[src/rtl/inst_queue.sv]
// Instruction queue between fetcher and Decoder: circular FIFO of {inst, pc}
// with show-ahead head, back-pressure with slack, and mispredict flush.
module inst_queue #(
  parameter int IQ_DEPTH     = 16,
  parameter int IQ_PTR_WIDTH = 4,
  parameter int FULL_SLACK   = 1,
  parameter int INST_WIDTH   = 32,
  parameter int ADDR_WIDTH   = 32
) (
  input  logic                  clk,
  input  logic                  rst,
  input  logic                  rdy,
  input  logic                  IF_inst_valid,
  input  logic [INST_WIDTH-1:0] IF_inst,
  input  logic [ADDR_WIDTH-1:0] IF_pc,
  output logic                  IQ_is_full,
  output logic                  IQ_inst_valid,
  output logic [INST_WIDTH-1:0] IQ_inst,
  output logic [ADDR_WIDTH-1:0] IQ_pc,
  input  logic                  ID_ready,
  input  logic                  ROB_clear
);

  localparam logic [IQ_PTR_WIDTH:0]   DEPTH_CNT = (IQ_PTR_WIDTH+1)'(IQ_DEPTH);
  localparam logic [IQ_PTR_WIDTH:0]   FULL_CNT  = (IQ_PTR_WIDTH+1)'(IQ_DEPTH - FULL_SLACK);
  localparam logic [IQ_PTR_WIDTH:0]   CNT_ONE   = (IQ_PTR_WIDTH+1)'(1);
  localparam logic [IQ_PTR_WIDTH-1:0] PTR_ONE   = IQ_PTR_WIDTH'(1);

  logic [IQ_PTR_WIDTH-1:0] head_reg, head_next;
  logic [IQ_PTR_WIDTH-1:0] tail_reg, tail_next;
  logic [IQ_PTR_WIDTH:0]   count_reg, count_next;

  logic [INST_WIDTH-1:0] inst_mem [IQ_DEPTH];
  logic [ADDR_WIDTH-1:0] pc_mem   [IQ_DEPTH];

  logic push;
  logic pop;

  // Flush masks the head immediately so the Decoder never takes a squashed entry.
  assign IQ_inst_valid = (count_reg != '0) && !ROB_clear;
  assign IQ_inst       = inst_mem[head_reg];
  assign IQ_pc         = pc_mem[head_reg];
  assign IQ_is_full    = (count_reg >= FULL_CNT);

  assign push = IF_inst_valid && (count_reg != DEPTH_CNT);
  assign pop  = IQ_inst_valid && ID_ready;

  always_comb begin
    head_next  = head_reg;
    tail_next  = tail_reg;
    count_next = count_reg;
    if (rdy) begin
      if (ROB_clear) begin
        head_next  = '0;
        tail_next  = '0;
        count_next = '0;
      end else begin
        if (push) tail_next = tail_reg + PTR_ONE;
        if (pop)  head_next = head_reg + PTR_ONE;
        case ({push, pop})
          2'b10:   count_next = count_reg + CNT_ONE;
          2'b01:   count_next = count_reg - CNT_ONE;
          default: count_next = count_reg;
        endcase
      end
    end
  end

  always_ff @(posedge clk or posedge rst) begin
    if (rst) begin
      head_reg  <= '0;
      tail_reg  <= '0;
      count_reg <= '0;
    end else begin
      head_reg  <= head_next;
      tail_reg  <= tail_next;
      count_reg <= count_next;
    end
  end

  // Storage carries no reset; contents are only observed while count is non-zero.
  always_ff @(posedge clk) begin
    if (rdy && !ROB_clear && push) begin
      inst_mem[tail_reg] <= IF_inst;
      pc_mem[tail_reg]   <= IF_pc;
    end
  end

endmodule
[config.mk]
export PLATFORM = sky130hd
export DESIGN_NAME = inst_queue
export DESIGN_NICKNAME = d
export VERILOG_FILES = /design/src/rtl/inst_queue.sv
export SDC_FILE = /design/constraint.sdc
export NUM_CORES = 1
export LEC_CHECK = 0
export ABC_AREA = 1
export CAP_MARGIN = 10
export CORE_UTILIZATION = 30
export DETAILED_ROUTE_END_ITERATION = 7
export DONT_BUFFER_PORTS = 1
export PLACE_DENSITY = 0.44
export SLEW_MARGIN = 20
export SYNTH_ARGS = -nofsm -noshare
export SYNTH_HDL_FRONTEND = slang
export SYNTH_SLANG_ARGS = --single-unit
[constraint.sdc]
create_clock -name clk -period 8.3 [get_ports clk]
set_clock_uncertainty 0.05 [all_clocks]
set_input_delay 2.075 -clock clk [delete_from_list [all_inputs] [get_ports clk]]
set_output_delay 2.075 -clock clk [all_outputs]
set_load 0.02 [all_outputs]
==> impl_metrics.sql <==
INSERT INTO impl_metrics (metric_group, metric, value, unit) VALUES
('hold_path', 'hold_class', 'flip-flop to flip-flop', ''),
('global_route', 'grtUsageTotal', '0.162', ''),
('placement', 'finalWeightedCongestion', '0.689', ''),
('sta', 'min_period_over_period', '0.739', ''),
('setup_path', 'timing_worst_setup_path_type', 'flip-flop to primary output', ''),
('cts', 'post-cts-setup-buffers', '0', ''),
('synthesis', 'synth.cell_area', '40900', 'sq um'),
('setup_path', 'worst_path_largest_cell_delay', '0.75', 'ns'),
('final_layout', 'syn_to_final_growth', '13.6', '%'),
('cts', 'cts-resized-gates', '0', ''),
('floorplan', 'core', '135000', 'sq um'),
('floorplan', 'chipWidth', '371', 'microns'),
('synthesis', 'synth_xor_xnor_area_share', '0.00107', ''),
('pwr', 'cellPowerDensity', '299', 'nW/um^2'),
('placement', 'port-buffer-count', '0', ''),
('pwr', 'combinationalPowerShare', '0.215', ''),
('synthesis', 'synth-compound-area-share', '0.123', ''),
('synthesis', 'avgSynthCellArea', '13.2', 'sq um'),
('sta', 'slew_viol_final', '0', ''),
('synthesis', 'seq_total_area_yosys', '0.760', ''),
('sta', 'slew_headroom', '0.246', ''),
('drt', 'post-route-drc-count', '0', ''),
('pwr', 'pwr-share-seq', '0.427', ''),
('drt', 'drt-wirelength-per-cell', '22.7', 'microns'),
('final_layout', 'fin_nets', '3125', ''),
('setup_path', 'timing.critical_path.fanout_max', '134', ''),
('outcome', 'run_status', 'finished, final reports clean', ''),
('drt', 'initialDrtViolationCount', '1672', ''),
('synthesis', 'synth_top_family_by_area', 'compound AO/OA/AOI/OAI gates', ''),
('sta', 'finalCriticalPeriod', '6.13', 'ns'),
('cts', 'h_tree_depth_reported_by_cts', '3', ''),
('sta', 'final-setup-viol-count', '0', ''),
('cts', 'cts_tree', 'yes', ''),
('sta', 'timing.fmax', '163', 'MHz'),
('cts', 'postCtsHoldBufs', '0', ''),
('drt', 'first_pass_iters', '5', ''),
('floorplan', 'boundaryPins', '136', ''),
('pwr', 'post-layout-total-power', '0.0139', 'W'),
('setup_path', 'path_cells', 'inv_8 > buf_4 > nor2_1 > nor2_1 > o21ai_0 > o211ai_1 > o211ai_1 > nand2_1', ''),
('synthesis', 'yosys.area_share.adder', '0.00294', ''),
('synthesis', 'synth_mux_area_frac', '0', ''),
('pwr', 'p_leak', '14.5', 'nW'),
('placement', 'detailed_place_hpwl', '52300', 'microns'),
('pwr', 'netSwitchingPower', '0.00444', 'W'),
('synthesis', 'number_of_nets_produced_by_synthesis', '3181', ''),
('floorplan', 'fp-row-count', '135', ''),
('sta', 'setup_ws', '2.17', 'ns'),
('drt', 'route.final.wire_length', '112000', 'microns'),
('pwr', 'vdd.ir_drop.worst', '201', 'uV'),
('pwr', 'clkPwrFrac', '0.358', ''),
('pwr', 'switching_share', '0.319', ''),
('global_route', 'initial_antenna_violation_count', '0', ''),
('cts', 'cts_max_path_buffers', '3', ''),
('setup_path', 'critical_path.slowest_cell', 'inv_8', ''),
('final_layout', 'area_of_all_placed_cells_without_fillers', '46500', 'sq um'),
('synthesis', 'postSynthCellCount', '3102', ''),
('setup_path', 'required', '6.18', 'ns'),
('drt', 'antenna_violating_nets_post_route', '0', ''),
('floorplan', 'initial_utilization', '0.302', ''),
('global_route', 'first_pass_grt_wire_length', '165000', 'microns'),
('cts', 'cts_root_buf', 'clkbuf_16', ''),
('floorplan', 'design.die.area', '138000', 'sq um'),
('setup_path', 'worstSetupStartpointType', 'flip-flop', ''),
('global_route', 'vias_in_the_first_global_route', '23928', ''),
('global_route', 'grt_max_degree', '229', ''),
('placement', 'pre_cts_ws', '2.85', 'ns'),
('global_route', 'grt_remaining_overflow', '0', ''),
('setup_path', 'setup.worst_path.end_class', 'primary output', ''),
('final_layout', 'fraction_of_final_layout_cells_sized_beyond_drive_strength_1', '0.0726', ''),
('setup_path', 'worst-endpoint-arrival', '4.00', 'ns'),
('sta', 'worst_slew_pin_slew', '1.13', 'ns');
## layout make-up
| cell class | count | area [sq um] |
|---|---|---|
| timing repair buffer | 41 | 495 |
| sequential | 1037 | 31100 |
| tap | 1781 | 2230 |
| fill | 13052 | 88800 |
| clock buffer | 135 | 2950 |
| multi-input combinational | 1812 | 8870 |
| inverter | 40 | 163 |
| clock inverter | 74 | 674 |
## logic make-up after synthesis
logic type,after synthesis
and+or+nand+nor,921
buffers and inverters,253
AOI/OAI and AO/OA,877
DFF,1037
xor gates and xnor gates,5
adders and majority gates,9
## metal layers
| metal | track usage | up-vias | wire (microns) |
|---|---|---|---|
| met3 | 0.0346 | 138 | 5250 |
| met2 | 0.268 | 351 | 53900 |
| met1 | 0.215 | 12180 | 50500 |
| met4 | 0.0435 | 0 | 2250 |
| met5 | 0 | - | 0 |
| li1 | - | 11348 | - |
## power by group through the flow
| stage | Combinational [W] | Sequential [W] | Clock (W) |
|---|---|---|---|
| 2_1_floorplan | 0.00229 | 0.00594 | 0 |
| 3_5_place_dp | 0.00307 | 0.00605 | 0 |
| 4_1_cts | 0.00307 | 0.00594 | 0.00510 |
| 3_3_place_gp | 0.00307 | 0.00605 | 0 |
| 6_report | 0.00299 | 0.00594 | 0.00498 |
| 5_1_grt | 0.00337 | 0.00595 | 0.00529 |
## worst max-delay path, delay by kind of cell, from the launching register on
kind	cells	cell delay [ns]
flip-flops	1	0.74
AND/OR/NAND/NOR	3	0.59
buffers and inverters	2	1.47
AO/OA/AOI/OAI	3	0.34
## synthesized netlist by cell type, drive strengths merged
cell    instances  share of area
clkbuf        127          0.012
nand2          99         0.0091
o22ai           2        0.00031
nand3          68         0.0083
xnor2           2        0.00043
fa              1        0.00049
nor2          749          0.069
nand3b          1        0.00018
or2             2        0.00031
ha              8         0.0024
o21ai         593          0.073
nor3            1        0.00012
edfxtp       1024           0.75
nand4           1        0.00015
a21oi          26         0.0032
inv            40         0.0037
buf            86          0.011
o211ai        256          0.047
dfrtp          13         0.0080
xor2            3        0.00064
## worst paths after layout
check                                          from                        end  slack (ns)  cells after the start
min                        count_reg[0]$_DFFE_PP0P_   count_reg[0]$_DFFE_PP0P_        0.49                      2
max                         head_reg[0]$_DFFE_PP0P_                 IQ_inst[0]        2.17                      8
min in group asynchronous                       rst    tail_reg[3]$_DFFE_PP0P_        1.26                      1
max in group asynchronous                       rst    head_reg[1]$_DFFE_PP0P_        6.48                      1
max reg2reg                count_reg[3]$_DFFE_PP0P_  inst_mem[7][18]$_DFFE_PP_        4.51                      7
min reg2reg                count_reg[0]$_DFFE_PP0P_   count_reg[0]$_DFFE_PP0P_        0.49                      2
## through the flow
step	std cells	hold WS (ns)	util
2_1_floorplan	3102	0.442	-
3_3_place_gp	4711	0.481	0.317
3_5_place_dp	4711	0.476	0.317
4_1_cts	4920	0.493	0.343
5_1_grt	4920	0.531	0.343
6_report	4920	0.493	0.343
## cell usage in the layout, fill, tap and decap left out, types with 25 or more instances in the layout
cell / instances
clkinv_1: 27
edfxtp_1: 1024
nor2_1: 733
nand2_1: 99
a21oi_1: 26
inv_1: 37
nand3_1: 68
clkinv_2: 25
clkbuf_16: 115
o21ai_1: 124
buf_4: 26
o21ai_0: 469
o211ai_1: 256
(Power assumes the default switching activity.)
